### src/rtl/ctrl_pkg.sv
// Shared encodings for the multicycle main controller: states, opcodes, ALUOp codes.
// MAIN_CTRL_FSM_JAL_EN adds jal (000011) to the decode dispatch.
package ctrl_pkg;

  typedef enum logic [3:0] {
    StInit   = 4'd0,
    StFetch  = 4'd1,
    StDecode = 4'd2,
    StMemAdr = 4'd3,
    StMemRd  = 4'd4,
    StMemWb  = 4'd5,
    StMemWr  = 4'd6,
    StRExec  = 4'd7,
    StRWb    = 4'd8,
    StIExec  = 4'd9,
    StIWb    = 4'd10,
    StBranch = 4'd11,
    StJump   = 4'd12
  } state_e;

  localparam logic [5:0] OpRType = 6'b000000;
  localparam logic [5:0] OpLw    = 6'b100011;
  localparam logic [5:0] OpSw    = 6'b101011;
  localparam logic [5:0] OpBeq   = 6'b000100;
  localparam logic [5:0] OpBne   = 6'b000101;
  localparam logic [5:0] OpAddi  = 6'b001000;
  localparam logic [5:0] OpSlti  = 6'b001010;
  localparam logic [5:0] OpJ     = 6'b000010;
  localparam logic [5:0] OpJal   = 6'b000011;

  localparam logic [2:0] AluOpRType = 3'b000;
  localparam logic [2:0] AluOpAdd   = 3'b100;
  localparam logic [2:0] AluOpSub   = 3'b010;
  localparam logic [2:0] AluOpSlt   = 3'b011;

  // StFetch as the dispatch target doubles as the "illegal opcode" indication.
  function automatic state_e decode_dispatch(input logic [5:0] op);
    state_e st;
    case (op)
      OpRType:        st = StRExec;
      OpLw, OpSw:     st = StMemAdr;
      OpBeq, OpBne:   st = StBranch;
      OpAddi, OpSlti: st = StIExec;
      OpJ:            st = StJump;
`ifdef MAIN_CTRL_FSM_JAL_EN
      OpJal:          st = StJump;
`endif
      default:        st = StFetch;
    endcase
    return st;
  endfunction

endpackage

### src/rtl/main_ctrl_outdec.sv
// Combinational state-to-output decode for the multicycle main controller.
// MAIN_CTRL_FSM_JAL_EN enables the jal link write in JUMP.
module main_ctrl_outdec
  import ctrl_pkg::*;
(
  input  state_e     state_i,
  input  logic [5:0] op_i,
  input  logic       jr_i,
  input  logic       mem_ready_i,
  output logic [2:0] ALUOp_o,
  output logic       PCWrite_o,
  output logic       PCWriteCond_o,
  output logic       PCWriteNe_o,
  output logic       IorD_o,
  output logic       MemRead_o,
  output logic       MemWrite_o,
  output logic       IRWrite_o,
  output logic       RegWrite_o,
  output logic       ALUSrcA_o,
  output logic [1:0] ALUSrcB_o,
  output logic [1:0] RegDst_o,
  output logic [1:0] MemtoReg_o,
  output logic [1:0] PCSource_o,
  output logic       illegal_o
);

  always_comb begin
    ALUOp_o       = AluOpRType;
    PCWrite_o     = 1'b0;
    PCWriteCond_o = 1'b0;
    PCWriteNe_o   = 1'b0;
    IorD_o        = 1'b0;
    MemRead_o     = 1'b0;
    MemWrite_o    = 1'b0;
    IRWrite_o     = 1'b0;
    RegWrite_o    = 1'b0;
    ALUSrcA_o     = 1'b0;
    ALUSrcB_o     = 2'b00;
    RegDst_o      = 2'b00;
    MemtoReg_o    = 2'b00;
    PCSource_o    = 2'b00;
    illegal_o     = 1'b0;
    unique case (state_i)
      StFetch: begin
        MemRead_o = 1'b1;
        ALUSrcB_o = 2'b01;
        ALUOp_o   = AluOpAdd;
        IRWrite_o = mem_ready_i;
        PCWrite_o = mem_ready_i;
      end
      StDecode: begin
        ALUSrcB_o = 2'b11;
        ALUOp_o   = AluOpAdd;
        illegal_o = (decode_dispatch(op_i) == StFetch);
      end
      StMemAdr: begin
        ALUSrcA_o = 1'b1;
        ALUSrcB_o = 2'b10;
        ALUOp_o   = AluOpAdd;
      end
      StMemRd: begin
        MemRead_o = 1'b1;
        IorD_o    = 1'b1;
      end
      StMemWb: begin
        RegWrite_o = 1'b1;
        MemtoReg_o = 2'b01;
      end
      StMemWr: begin
        IorD_o     = 1'b1;
        MemWrite_o = mem_ready_i;
      end
      StRExec: begin
        ALUSrcA_o = 1'b1;
        if (jr_i) begin
          PCWrite_o  = 1'b1;
          PCSource_o = 2'b11;
        end
      end
      StRWb: begin
        RegWrite_o = 1'b1;
        RegDst_o   = 2'b01;
      end
      StIExec: begin
        ALUSrcA_o = 1'b1;
        ALUSrcB_o = 2'b10;
        ALUOp_o   = (op_i == OpSlti) ? AluOpSlt : AluOpAdd;
      end
      StIWb: RegWrite_o = 1'b1;
      StBranch: begin
        ALUSrcA_o     = 1'b1;
        ALUOp_o       = AluOpSub;
        PCSource_o    = 2'b01;
        PCWriteCond_o = (op_i == OpBeq);
        PCWriteNe_o   = (op_i == OpBne);
      end
      StJump: begin
        PCWrite_o  = 1'b1;
        PCSource_o = 2'b10;
`ifdef MAIN_CTRL_FSM_JAL_EN
        if (op_i == OpJal) begin
          RegWrite_o = 1'b1;
          RegDst_o   = 2'b10;
          MemtoReg_o = 2'b10;
        end
`endif
      end
      default: ;
    endcase
  end

endmodule

### src/rtl/main_ctrl_fsm.sv
// Multicycle MIPS-style main controller: state register and next-state logic.
// MAIN_CTRL_FSM_JAL_EN enables jal decoding (see ctrl_pkg / main_ctrl_outdec).
module main_ctrl_fsm
  import ctrl_pkg::*;
(
  input  logic       clk_i,
  input  logic       rst_i,
  input  logic [5:0] op_i,
  input  logic       jr_i,
  input  logic       mem_ready_i,
  output logic [2:0] ALUOp_o,
  output logic       PCWrite_o,
  output logic       PCWriteCond_o,
  output logic       PCWriteNe_o,
  output logic       IorD_o,
  output logic       MemRead_o,
  output logic       MemWrite_o,
  output logic       IRWrite_o,
  output logic       RegWrite_o,
  output logic       ALUSrcA_o,
  output logic [1:0] ALUSrcB_o,
  output logic [1:0] RegDst_o,
  output logic [1:0] MemtoReg_o,
  output logic [1:0] PCSource_o,
  output logic       illegal_o,
  output logic [3:0] state_o
);

  state_e r_state;
  state_e w_state_next;

  always_ff @(posedge clk_i or negedge rst_i) begin
    if (!rst_i) r_state <= StInit;
    else        r_state <= w_state_next;
  end

  always_comb begin
    w_state_next = r_state;
    unique case (r_state)
      StInit:   w_state_next = StFetch;
      StFetch:  if (mem_ready_i) w_state_next = StDecode;
      StDecode: w_state_next = decode_dispatch(op_i);
      StMemAdr: w_state_next = (op_i == OpLw) ? StMemRd : StMemWr;
      StMemRd:  if (mem_ready_i) w_state_next = StMemWb;
      StMemWb:  w_state_next = StFetch;
      StMemWr:  if (mem_ready_i) w_state_next = StFetch;
      StRExec:  w_state_next = jr_i ? StFetch : StRWb;
      StRWb:    w_state_next = StFetch;
      StIExec:  w_state_next = StIWb;
      StIWb:    w_state_next = StFetch;
      StBranch: w_state_next = StFetch;
      StJump:   w_state_next = StFetch;
      default:  w_state_next = StInit;
    endcase
  end

  assign state_o = r_state;

  main_ctrl_outdec u_outdec (
    .state_i       (r_state),
    .op_i          (op_i),
    .jr_i          (jr_i),
    .mem_ready_i   (mem_ready_i),
    .ALUOp_o       (ALUOp_o),
    .PCWrite_o     (PCWrite_o),
    .PCWriteCond_o (PCWriteCond_o),
    .PCWriteNe_o   (PCWriteNe_o),
    .IorD_o        (IorD_o),
    .MemRead_o     (MemRead_o),
    .MemWrite_o    (MemWrite_o),
    .IRWrite_o     (IRWrite_o),
    .RegWrite_o    (RegWrite_o),
    .ALUSrcA_o     (ALUSrcA_o),
    .ALUSrcB_o     (ALUSrcB_o),
    .RegDst_o      (RegDst_o),
    .MemtoReg_o    (MemtoReg_o),
    .PCSource_o    (PCSource_o),
    .illegal_o     (illegal_o)
  );

endmodule

### config.mk
export PLATFORM = sky130hd
export DESIGN_NAME = main_ctrl_fsm
export DESIGN_NICKNAME = d
export VERILOG_FILES = /design/src/rtl/ctrl_pkg.sv /design/src/rtl/main_ctrl_outdec.sv /design/src/rtl/main_ctrl_fsm.sv
export SDC_FILE = /design/constraint.sdc
export NUM_CORES = 1
export LEC_CHECK = 0
export ABC_AREA = 1
export BUFFER_PORTS_ARGS = -buffer_cell sky130_fd_sc_hd__buf_2
export CAP_MARGIN = 40
export CORE_UTILIZATION = 44
export DETAILED_ROUTE_END_ITERATION = 6
export PLACE_DENSITY = 0.78
export RECOVER_POWER = 25
export SKIP_LAST_GASP = 1
export SLEW_MARGIN = 30
export SYNTH_ARGS = -nofsm -noshare
export SYNTH_HDL_FRONTEND = slang
export SYNTH_HIERARCHICAL = 1
export SYNTH_SLANG_ARGS = --single-unit
### constraint.sdc
create_clock -name clk_i -period 1.6 [get_ports clk_i]
set_input_delay 0.24 -clock clk_i [delete_from_list [all_inputs] [get_ports clk_i]]
set_output_delay 0.24 -clock clk_i [all_outputs]
set_load 0.03 [all_outputs]
==> Yosys cells after proc, flatten, opt, wreduce, memory -nomap -nowiden <==
Cells that the tools add are included.
{ "totals": {"in_bits": 10, "elab_cells": 63, "rom_bits": 0, "reg_bits": 4, "mem_count": 0, "mem_bits_rw": 0, "output_inout_bits": 25, "latchBits": 0} }
{ "op_classes": {"order_cmp": 0, "n_mux": 26, "add_sub_neg": 0, "bitwise_logic": 0, "eq_ne": 23, "n_mul": 0, "shifts": 0, "n_reduce_logical": 13, "n_div": 0} }
{ "ops": {"columns": ["operator", "n"], "rows": [
  ["4-bit case mux with 8 select lines", 1],
  ["4-bit equality test (second input constant)", 5],
  ["4-bit two-way mux", 5],
  ["4-bit case mux with 5 select lines", 1],
  ["4-bit by 3-bit equality test with 1-bit output (second input constant)", 4],
  ["6-bit by 3-bit equality test with 1-bit output (second input constant)", 2],
  ["6-bit by 4-bit equality test with 1-bit output (second input constant)", 2],
  ["6-bit equality test (second input constant)", 2],
  ["1-bit two-way mux", 12],
  ["2-bit case mux with 3 select lines", 2],
  ["2-bit OR reduction", 6],
  ["3-bit case mux with 3 select lines", 1],
  ["4-bit by 1-bit equality test with 1-bit output (second input constant)", 2],
  ["4-bit by 2-bit equality test with 1-bit output (second input constant)", 2],
  ["6-bit by 2-bit equality test with 1-bit output (second input constant)", 1],
  ["6-bit zero test", 1],
  ["2-bit inequality test (second input constant)", 3],
  ["3-bit OR reduction", 2],
  ["6-bit OR reduction", 1],
  ["4-bit zero test", 1],
  ["2-bit two-way mux", 2],
  ["4-bit OR reduction", 1],
  ["3-bit two-way mux", 1],
  ["1-bit case mux with 3 select lines", 1],
  ["3-bit AND reduction", 1]
]} }

==> Longest topological paths before layout <==
{ "depth": {"ltp_word": 6, "mapped_depth": 8, "depth_no_buf": 8} }

==> Modules after synthesis <==
The synthesis kept the hierarchy.
{ "by_module_without_submodules": {"columns": ["mod", "area_per_inst_um2", "seq_area_each_um2", "instances", "cells_per_inst"], "rows": [
  ["main_ctrl_fsm", 379.1, 100.1, 1, 65],
  ["main_ctrl_outdec", 300.3, 0.0, 1, 66]
]} }

==> Least setup slack after synthesis <==
OpenSTA, ideal clock, no wires.
{ "synth_path": {"path_kind": "register -> output", "start": "register r_state[0], in the netlist state_o[0]", "end": "output port PCWriteCond_o", "arrival_time_ns": 1.691, "path_buffers": 0, "path_stages_with_launch": 5, "required_time_ns": 1.360, "path_slack_ns": -0.331, "path_cell_list": "dfrtp_1 > nand2_1 > inv_2 > nand2_2 > nor3_1"} }
{ "synth_via": {"elab_chain_cells": 2} }
{ "synth_lines": {"columns": ["element", "line", "source"], "rows": [
  ["start, declared", "main_ctrl_fsm.sv:29", "state_e r_state;"],
  ["start signal, assigned", "main_ctrl_fsm.sv:33", "if (!rst_i) r_state <= StInit;"],
  ["start signal, assigned", "main_ctrl_fsm.sv:34", "else r_state <= w_state_next;"],
  ["4-bit equality test", "main_ctrl_outdec.sv:43", "unique case (state_i)"],
  ["1-bit two-way mux", "main_ctrl_outdec.sv:43", null],
  ["end, declared", "main_ctrl_fsm.sv:13", "output logic PCWriteCond_o,"]
]} }
No other way between the ends.

==> Worst setup path in the final report <==
{ "layout_path": {"start": "register r_state[3], in the netlist state_o[3]", "end": "output port ALUSrcA_o"} }
{ "layout_via": {"elab_chain_cells": 3, "elab_cells_between_ends": 6, "classes_between": "eq/ne (4); mux (1); reduce/logical (1)"} }
{ "layout_lines": {"columns": ["element", "line", "source"], "rows": [
  ["4-bit by 2-bit equality test with 1-bit output (tied with other cells)", "main_ctrl_outdec.sv:43", null],
  ["4-bit OR reduction (no source line) (*)", null, null],
  ["1-bit two-way mux (*)", "main_ctrl_outdec.sv:43", null],
  ["end, declared", "main_ctrl_fsm.sv:20", "output logic ALUSrcA_o,"]
]} }
Every way passes the cells marked *; elsewhere a longest branch is shown, timed or not.

==> flow_metrics.tcl <==
set metrics [dict create \
    violations "setup timing" \
    p_int_uw 675 \
    path_max_fanout 6 \
    slew_violations 0 \
    async_flop_share_pct 100 \
    syn-cell-area_sq_um 679 \
    seq_power_share_pct 12.5 \
    synth.avg_cell_area_sq_um 5.19 \
    vias 941 \
    min_period_over_period_pct 100 \
    status "finished, violations left" \
    route.detailed.drc 0 \
    track_usage_pct 23.4 \
    fin_skew_ns 0.00525 \
    clk_path_buf_depth 2 \
    cp-end-kind "output pin" \
    fill_cells 122 \
    clkTransAtPathRegs_ns 0.04 \
    drt_iter0_drc 20 \
    core_area_sq_mm 0.00137 \
    synth.ff_latch_count 4 \
    fmax_ghz 0.624 \
    ctsRootBufferMaster "clkbuf_4" \
    critical_path_required_ns 1.36 \
    diodes 0 \
    crit_type "reg2out" \
    cts_made_buffers 3 \
    vias_per_cell 5.03 \
    rr_worst_depth 7 \
    pre_cts_slack_ns 0.185 \
    grt-ovfl-total 0 \
    first_pass_iters 4 \
    grt_pass1_vias 652 \
    final_area_sq_um 981 \
    ant_nets 0 \
    synth_edf_count 0 \
    dp_cells 178 \
    grt_antenna_before_repair 0 \
    clkPwrFrac_pct 8.4 \
    ioPinCount 35 \
    die_y_um 41.3 \
    ys.flop_type "dfrtp_1" \
    finalSetupViolCount 1 \
    p_sw_mw 1.06 \
    initial_utilization_pct 49.7 \
    h-tree-depth 1 \
    ir_drop_mv 1.09 \
    ys_warn_count 6 \
    largest_reg_flops 4 \
    cp.arrival_ns 1.36 \
    cts_tree "built" \
    seq_area_frac_synth_pct 14.7 \
    layoutNonFillerInstCount 187 \
    fp.dieArea_sq_mm 0.00171 \
    p_leak_nw 0.608 \
    synthCells 131 \
    clock_latency_ns 0.24 \
    num_rows 13 \
    dp_hpwl_um 1420 \
    synth_cell_type_count 21 \
    die_width_um 41.3 \
    drive_gt1_share_pct 40.1 \
    cap_violations 0 \
    worstHoldPathType "in2reg" \
    swShare_pct 61.2 \
    p_comb_share_pct 79.1 \
    grt_pass1_wl_um 2680 \
    fin_crit_ns 1.60 \
    wirelength_um 1940 \
    hold_violations 0 \
    grt_start_max_net_pins 10 \
    globalplace.congestion 0.817 \
    startpoint_type "register" \
    wl_per_cell_um 10.4 \
    p_per_area_mw_per_mm2 1770 \
    io_buffer_count 32 \
    whs_path_depth 4 \
    grt_setup_unrepaired "true" \
    dpl-instance-area_sq_um 875 \
    cts_sinks 4 \
    num-nets-final 183 \
    area_growth_pct 44.4 \
    setup_ws_ns -0.00305 \
]
==> power by group through the flow <==
stage          clock network [mW]  registers, mW  logic [mW]
2_1_floorplan                   0          0.316       0.802
3_3_place_gp                    0          0.238        1.18
3_5_place_dp                    0          0.244        1.18
4_1_cts                     0.144          0.208        1.27
5_1_grt                     0.156          0.224        1.50
6_report                    0.146          0.217        1.38
==> cell usage in the layout, fill, tap and decap left out, types with 3 or more instances in the layout <==
cell type | synthesis | routed
dfrtp_2 | 0 | 4
nand3_1 | 14 | 14
buf_2 | 0 | 27
nor2_4 | 2 | 4
nand2_2 | 5 | 5
inv_2 | 7 | 8
nand2_1 | 31 | 30
nor2_1 | 23 | 20
o21ai_1 | 2 | 4
inv_1 | 20 | 19
clkbuf_4 | 0 | 3
buf_4 | 2 | 7
a21oi_1 | 3 | 3
==> worst max-delay path, stage by stage, from the launching register on <==
cell and delay [ns]:
dfrtp_2 0.45, inv_2 0.06, nor2_4 0.16, inv_1 0.09, o22ai_1 0.12, buf_2 0.22
==> cell type report <==
class | instances | area (sq um) | area share, %
sequential | 4 | 105 | 10.7
multi-input combinational | 99 | 505 | 51.5
tap | 15 | 18.8 | 1.91
clock buffer | 4 | 26.3 | 2.68
timing repair buffer | 38 | 224 | 22.8
inverter | 27 | 101 | 10.3
==> worst paths after layout <==
kind	startpoint	endpoint	slack, ns
worst max-delay path	state_o[3]	ALUSrcA_o	-0.003
worst min-delay path	mem_ready_i	state_o[0]	0.32
worst max register to register	state_o[2]	state_o[1]	0.30
worst min register to register	state_o[0]	state_o[3]	0.77
max in group asynchronous	rst_i	state_o[2]	1.03
min in group asynchronous	rst_i	state_o[1]	0.36
==> logic make-up after synthesis <==
family	count (synthesis)	share of synthesized area (%)
other	1	0.552
AOI/OAI and AO/OA	13	10.5
and+or+nand+nor	84	57.1
DFF	4	14.7
buffers and inverters	29	17.1
==> through the flow <==
stage | power [mW] | utilization, % | setup TNS (ns) | hold WS, ns
2_1_floorplan | 1.12 | - | 0 | -0.0556
3_3_place_gp | 1.42 | 64.0 | 0 | 0.0448
3_5_place_dp | 1.43 | 64.0 | 0 | 0.0459
4_1_cts | 1.63 | 68.2 | -0.00290 | 0.325
5_1_grt | 1.88 | 71.8 | -0.332 | 0.379
6_report | 1.74 | 71.8 | -0.00305 | 0.323
==> metal layers <==
| layer | up-vias | share of wire, % | routed length (um) | global-route usage, % |
|---|---|---|---|---|
| met4 | 0 | 0 | 0 | 0 |
| met5 | - | 0 | 0 | 0 |
| met1 | 423 | 46 | 884 | 30.5 |
| li1 | 486 | - | - | - |
| met2 | 32 | 48 | 935 | 40.6 |
| met3 | 0 | 6.0 | 117 | 6.38 |
==> what timing repair did <==
item | CTS | global route
endpoints found under the hold margin | 4 | 0
hold buffers | 1 | 0
buffers inserted | 2 | 2
pin swaps | 0 | 3
gates resized for setup | 3 | 14
setup endpoints to repair | 7 | 11
==> cells in the mapped netlist, types with 3 or more instances <==
cell type	number	area share (%)
nand2_2	5	4.6
nor2_1	23	13
nand3_1	14	10
inv_2	7	3.9
nand2_1	31	17
dfrtp_1	4	15
a21oi_1	3	2.2
inv_1	20	11
o21ai_0	5	3.7
nor3_1	4	2.9
Power figures use the tool's default switching activity.
